File: src/rtl/fwd_net.sv
// fwd_net: bypass network that picks the youngest producer for each ID read port and flags load-use stalls.
// Latency: stallreq_for_load is combinational; the forward select and data appear on fwd_*_r one cycle later (EX).
// Backpressure: stall_id/stall_ex hold the registered outputs or insert a bubble; flush clears them.
//
// Ports:
//   clk, rst                  clock, synchronous active-high reset
//   flush, stall_id, stall_ex pipeline control for the ID->EX registers
//   rd_valid, rd_addr         NRD read ports in ID (port i at rd_addr[i*ADDR_W +: ADDR_W])
//   src_we, src_waddr,
//   src_wdata, src_is_load    NSRC producers, index 0 = youngest (EX)
//   stallreq_for_load         a read port's youngest matching producer is a pending load
//   fwd_sel_r, fwd_data_r     registered per-port forward select and data
//   fwd_hit_cnt,
//   load_stall_cnt            saturating performance counters
module fwd_net #(
  parameter int DATA_W = 32,
  parameter int ADDR_W = 5,
  parameter int NSRC   = 3,
  parameter int NRD    = 2,
  parameter int CNT_W  = 32
) (
  input  logic                   clk,
  input  logic                   rst,
  input  logic                   flush,
  input  logic                   stall_id,
  input  logic                   stall_ex,
  input  logic [NRD-1:0]         rd_valid,
  input  logic [NRD*ADDR_W-1:0]  rd_addr,
  input  logic [NSRC-1:0]        src_we,
  input  logic [NSRC*ADDR_W-1:0] src_waddr,
  input  logic [NSRC*DATA_W-1:0] src_wdata,
  input  logic [NSRC-1:0]        src_is_load,
  output logic                   stallreq_for_load,
  output logic [NRD-1:0]         fwd_sel_r,
  output logic [NRD*DATA_W-1:0]  fwd_data_r,
  output logic [CNT_W-1:0]       fwd_hit_cnt,
  output logic [CNT_W-1:0]       load_stall_cnt
);

  logic [NRD-1:0]        next_sel;
  logic [NRD*DATA_W-1:0] next_data;
  logic [NRD-1:0]        load_blocked;
  logic [CNT_W-1:0]      hit_inc;
  logic [CNT_W:0]        hit_sum;
  logic [CNT_W:0]        ls_sum;

  // Producers are scanned oldest to youngest so that the youngest match
  // overwrites any older one; a younger pending load therefore always wins
  // over an older ready result.
  always_comb begin
    next_sel     = '0;
    next_data    = '0;
    load_blocked = '0;
    for (int i = 0; i < NRD; i++) begin
      for (int s = NSRC - 1; s >= 0; s--) begin
        if (rd_valid[i] && src_we[s] &&
            (src_waddr[s*ADDR_W +: ADDR_W] == rd_addr[i*ADDR_W +: ADDR_W]) &&
            (rd_addr[i*ADDR_W +: ADDR_W] != '0)) begin
          if (src_is_load[s]) begin
            load_blocked[i]              = 1'b1;
            next_sel[i]                  = 1'b0;
            next_data[i*DATA_W +: DATA_W] = '0;
          end else begin
            load_blocked[i]              = 1'b0;
            next_sel[i]                  = 1'b1;
            next_data[i*DATA_W +: DATA_W] = src_wdata[s*DATA_W +: DATA_W];
          end
        end
      end
    end
  end

  assign stallreq_for_load = |load_blocked;

  always_comb begin
    hit_inc = '0;
    for (int i = 0; i < NRD; i++) begin
      hit_inc = hit_inc + CNT_W'(next_sel[i]);
    end
  end

  // One extra bit catches the carry; a carry out means saturate.
  assign hit_sum = {1'b0, fwd_hit_cnt} + {1'b0, hit_inc};
  assign ls_sum  = {1'b0, load_stall_cnt} + {{CNT_W{1'b0}}, 1'b1};

  always_ff @(posedge clk) begin
    if (rst) begin
      fwd_sel_r  <= '0;
      fwd_data_r <= '0;
    end else if (flush) begin
      fwd_sel_r  <= '0;
      fwd_data_r <= '0;
    end else if (stall_id && !stall_ex) begin
      fwd_sel_r  <= '0;
      fwd_data_r <= '0;
    end else if (!stall_id) begin
      fwd_sel_r  <= next_sel;
      fwd_data_r <= next_data;
    end
  end

  always_ff @(posedge clk) begin
    if (rst) begin
      fwd_hit_cnt    <= '0;
      load_stall_cnt <= '0;
    end else begin
      if (!flush && !stall_id) begin
        fwd_hit_cnt <= hit_sum[CNT_W] ? {CNT_W{1'b1}} : hit_sum[CNT_W-1:0];
      end
      if (stallreq_for_load) begin
        load_stall_cnt <= ls_sum[CNT_W] ? {CNT_W{1'b1}} : ls_sum[CNT_W-1:0];
      end
    end
  end

endmodule

File: config.mk
export PLATFORM = sky130hd
export DESIGN_NAME = fwd_net
export DESIGN_NICKNAME = d
export VERILOG_FILES = /design/src/rtl/fwd_net.sv
export SDC_FILE = /design/constraint.sdc
export NUM_CORES = 1
export LEC_CHECK = 0
export ABC_CLOCK_PERIOD_IN_PS = 3600
export CAP_MARGIN = 30
export CORE_ASPECT_RATIO = 0.7
export CORE_MARGIN = 2
export CORE_UTILIZATION = 41
export CTS_CLUSTER_SIZE = 30
export DETAILED_ROUTE_END_ITERATION = 8
export GPL_TIMING_DRIVEN = 0
export PLACE_DENSITY = 0.88
export SLEW_MARGIN = 10
export SYNTH_ARGS = -nofsm -noshare
export SYNTH_HDL_FRONTEND = slang
export SYNTH_SLANG_ARGS = --single-unit
File: constraint.sdc
create_clock -name clk -period 3.6 [get_ports clk]
set_input_delay 0.36 -clock clk [delete_from_list [all_inputs] [get_ports clk]]
set_output_delay 0.36 -clock clk [all_outputs]
set_load 0.02 [all_outputs]
; ---- Word-level counts from Yosys, hierarchy flattened
; Cells that the tools add are included.
[totals]
input_bits = 134
out_inout_bits = 131
memories = 0
latch_bits = 0
romBits = 0
ramBits = 0
reg_bits = 130
[classes]
eq_ne = 6
muxes = 29
n_addsub = 3
shifts = 0
multipliers = 0
reduce_logical = 27
bitwise = 0
div = 0
n_lt_le_gt_ge = 0
[op_table]
columns = operator, n
row1 = $mux W32, 11
row2 = $add A32 B1 Y33 const B, 1
row3 = $add A32 B2 Y33, 1
row4 = $eq A5 B5 Y1, 6
row5 = $logic_and A1 B1 Y1, 20
row6 = $mux W1, 18
row7 = $reduce_bool A5 Y1, 2
row8 = $logic_not A1 Y1, 3
row9 = $reduce_or A3 Y1, 1
row10 = $add A1 B1 Y2, 1
row11 = $reduce_or A2 Y1, 1

; ---- Longest topological paths before layout
[logic_depth]
depth_word = 9
ltp_mapped = 17

; ---- Least setup slack after synthesis
; Ideal clock, no wire load.
[synth_timing]
kind = input to register
from = in src_waddr[11]
to = reg fwd_hit_cnt[14]
arrival_time_ns = 3.688
path_stages = 17
path_slack_ns = -0.159
path_buffers = 4
t_required_ns = 3.530
cell_sequence = xnor2_1 > nand3_1 > nor4_1 > and4b_1 > clkbuf_1 > buf_2 > nor2_1 > o21bai_1 > fa_1 > ha_1 > nand3_1 > nor3_2 > nand2_1 > or2_1 > clkbuf_1 > clkbuf_1 > a21oi_1
[synth_between]
elab_chain_len = 9
elab_cells_between_ends = 15
[synth_rtl]
columns = element, line
row1 = "start, declared", 30  ; input logic [NSRC*ADDR_W-1:0] src_waddr,
row2 = $eq A5 B5 Y1, 57  ; (src_waddr[s*ADDR_W +: ADDR_W] == rd_addr[i*ADDR_W +: ADDR_W]) &&
row3 = $logic_and A1 B1 Y1, 56  ; if (rd_valid[i] && src_we[s] &&
row4 = $logic_and A1 B1 Y1, 57
row5 = $mux W1 (3 in series), 56
row6 = via next_sel[1], 40  ; logic [NRD-1:0] next_sel;
row7 = $add A1 B1 Y2, 78  ; hit_inc = hit_inc + CNT_W'(next_sel[i]);
row8 = $add A32 B2 Y33, 83  ; assign hit_sum = {1'b0, fwd_hit_cnt} + {1'b0, hit_inc};
row9 = $mux W32, 108  ; fwd_hit_cnt <= hit_sum[CNT_W] ? {CNT_W{1'b1}} : hit_sum[CNT_W-1:0];
row10 = "end signal, assigned", 108
row11 = "end, declared", 36  ; output logic [CNT_W-1:0] fwd_hit_cnt,
; The timed path passes the listed nets, and every way through them passes these cells.
; A chain may end at the register's enable or synchronous reset.

; ---- Final worst setup path
[layout_timing]
from = in rd_addr[5]
to = reg fwd_hit_cnt[29]
[layout_between]
elab_chain_len = 9
elab_cells_between_ends = 16
[layout_rtl]
columns = element, line
row1 = "start, declared", 28  ; input logic [NRD*ADDR_W-1:0] rd_addr,
row2 = $eq A5 B5 Y1, 57
row3 = $logic_and A1 B1 Y1, 56
row4 = $logic_and A1 B1 Y1, 57
row5 = $mux W1 (2 in series), 56
row6 = $mux W1 *, 56
row7 = via next_sel[1], 40
row8 = $add A1 B1 Y2 *, 78
row9 = $add A32 B2 Y33 *, 83
row10 = $mux W32 *, 108
; The timed path passes the listed nets; every way through them passes the cells marked *.

==> impl_metrics.tcl <==
set metrics [dict create \
    status "finished clean" \
    p_per_area_nw_per_um2 329 \
    fin_nets 1315 \
    area_growth_pct 52.0 \
    synth_warnings 0 \
    diodes 0 \
    slew_headroom 0.504 \
    grt_max_degree 17 \
    postCtsHoldBufs 0 \
    yosysTopAreaCell "dfxtp_1" \
    drt_wl_total_mm 30.3 \
    worstSetupPathType "in2reg" \
    reg2reg_depth 10 \
    synth_area_leaders "dfxtp_1 36%, a21oi_1 7.9%, a221oi_1 7.7%" \
    synth_seq_cells 130 \
    finalCritPeriodShare 0.966 \
    synthFlopType "dfxtp_1" \
    drt_iter0_drc 1234 \
    maxSlewViolCount 0 \
    drc 0 \
    worstSetupStartpointType "input pin" \
    synth_cell_types 54 \
    grt_use_total 0.311 \
    synth_top_area_share 0.355 \
    first_global_vias 8331 \
    hpwl_mm 21.5 \
    drt_pass1_iterations 8 \
    cts_tree "done" \
    ir_worst_vdd_mv 0.294 \
    htreeDepth 4 \
    post-route-util 0.643 \
    num_io_pins 265 \
    core_area_um2 17300 \
    via_per_inst 6.06 \
    p_clk_frac 0.492 \
    postSynthAreaPerCell_um2 8.31 \
    power.switching_w 0.000921 \
    cts_buffers 17 \
    async_reset_ff_frac 0 \
    hold_depth 2 \
    post-route-min-period_ns 3.48 \
    endpoint_kind "flop" \
    p_comb_frac 0.114 \
    synth_area_um2 7330 \
    synth_cells 882 \
    cts_buffer_depth 2 \
    synthMostInstantiatedCell "dfxtp_1" \
    p_seq_frac 0.394 \
    fin_skew_ns 0.00839 \
    setup_violations 0 \
    tightest_slew_ns 0.736 \
    drive_above_1_share 0.0941 \
    hp-class "reg2reg" \
    max_freq_ghz 0.287 \
    antenna_found_initial 0 \
    wl_per_cell_um 21.3 \
    p_int_w 0.00274 \
    dieArea_um2 19000 \
    ant_nets 0 \
    synth-seq-area-share 0.355 \
    start_util 0.423 \
    num_rows 40 \
    place_congestion 0.949 \
    swShare 0.252 \
    p_leak_nw 3.62 \
    die_h_um 116 \
    crit_arrival_ns 3.76 \
    cap_violations 0 \
    fin_area_um2 11100 \
    worstPathMaxFanout 10 \
    hold_viol_final 0 \
    crit_required_ns 3.89 \
    via_count 8607 \
    ys_top_cells_by_count "130 x dfxtp_1, 115 x a21oi_1, 103 x nand2_1" \
    postPlaceCellArea_um2 10300 \
    gr-total-overflow 0 \
    cts.sinks 130 \
    synth_nets 1019 \
    clock_latency_ns 0.42 \
    dieWidth_um 164 \
    grt_pass1_wl_mm 45.7 \
    clk_transition_reported_paths_ns 0.06 \
    synth_edf_count 0 \
    io_buffers 263 \
    root_buffer "clkbuf_16" \
]
==> power by group through the flow <==
stage	Combinational, W	Sequential [W]	Clock, W
floorplan	0.000159	0.00148	0
global placement	0.000394	0.00148	0
detailed placement	0.000400	0.00148	0
CTS	0.000400	0.00144	0.00181
global route	0.000442	0.00144	0.00188
finish	0.000418	0.00144	0.00180
==> metrics by stage <==
| stage | total power [W] | instances | TNS (ns) | hold slack, ns | setup slack [ns] |
|---|---|---|---|---|---|
| after floorplan | 0.00164 | 882 | 0 | 0.530 | 0.0153 |
| after global placement | 0.00187 | 1376 | -53.84 | 0.443 | -1.74 |
| after detailed placement | 0.00188 | 1377 | -51.45 | 0.449 | -1.74 |
| after CTS | 0.00365 | 1415 | 0 | 0.458 | 0.000881 |
| after global routing | 0.00376 | 1421 | -0.00380 | 0.483 | -0.00380 |
| final | 0.00366 | 1421 | 0 | 0.463 | 0.121 |
==> registers in the layout, indices dropped and copies added, names as in the netlist <==
| register | flops |
|---|---|
| fwd_data_r | 64 |
| fwd_sel_r | 2 |
| load_stall_cnt | 32 |
| fwd_hit_cnt | 32 |
==> critical path: stages <==
cell,delay [ns]
dlygate4sd2_1,0.44
xnor2_1,0.21
nand3_1,0.16
nor4_4,0.32
and4b_2,0.29
clkbuf_4,0.21
nor2_1,0.08
o21bai_4,0.15
fa_2,0.26
buf_4,0.12
nand4_1,0.25
nor3_4,0.38
nand2_2,0.13
nor2_2,0.14
xnor2_1,0.14
a21oi_1,0.09
==> cells by family (layout without fill, tap and decap cells) <==
family                     Yosys count  in the layout  share of synthesized area
xor gates and xnor gates            53             53                     0.0634
and+or+nand+nor                    302            302                      0.212
adders and majority gates            3              3                    0.00615
AOI/OAI and AO/OA                  303            303                      0.306
buffers and inverters               86            394                     0.0495
DFF                                130            130                      0.355
muxes                                5              5                    0.00683
==> placed cells by master (no fill, tap or decap), drive strengths merged, types with 6 or more instances in the layout <==
cell	synthesis	final
xnor2	28	28
nor2	37	37
nor2b	33	33
clkdlybuf4s50	0	246
nand2	103	103
clkinv	0	8
a211o	63	63
nand2b	32	32
a21oi	115	115
dfxtp	130	130
nand4	13	13
clkbuf	65	84
and3	14	14
and4	8	8
buf	13	31
inv	8	11
a311oi	15	15
a31oi	10	10
nor4	6	6
a221oi	65	65
o21ai	8	8
dlygate4sd2	0	8
nor3	13	13
nand3	24	24
a211oi	14	14
xor2	25	25
==> cell type report <==
| class | count | area (µm²) |
|---|---|---|
| plain buffers | 75 | 373 |
| flip-flops and latches | 130 | 2600 |
| inverters | 8 | 30.0 |
| clock buffers | 17 | 425 |
| clock inverters | 14 | 179 |
| repair buffers | 280 | 2730 |
| multi-input cells | 666 | 4510 |
| fillers | 1497 | 6180 |
| well taps | 231 | 289 |
==> final timing paths <==
| kind | start | slack, ns | end |
|---|---|---|---|
| worst max-delay path | rd_addr[5] | 0.12 | fwd_hit_cnt[29] |
| worst min-delay path | fwd_data_r[48] | 0.46 | fwd_data_r[48] |
| worst min register to register | fwd_data_r[48] | 0.46 | fwd_data_r[48] |
| worst max register to register | load_stall_cnt[0] | 0.52 | load_stall_cnt[9] |
==> metal layers <==
metal,up-vias,GRT usage,wire [µm]
met4,0,0.113,875
met3,71,0.107,3870
li1,3908,-,-
met5,-,0,0
met2,568,0.490,13500
met1,4060,0.397,12100
==> what timing repair did <==
| action | 4_1_cts | 5_1_grt |
|---|---|---|
| pin swaps | 7 | 14 |
| endpoints found under the setup margin | 33 | 29 |
| gates resized for setup | 42 | 32 |
| buffers inserted | 9 | 7 |
(Power assumes the default switching activity.)
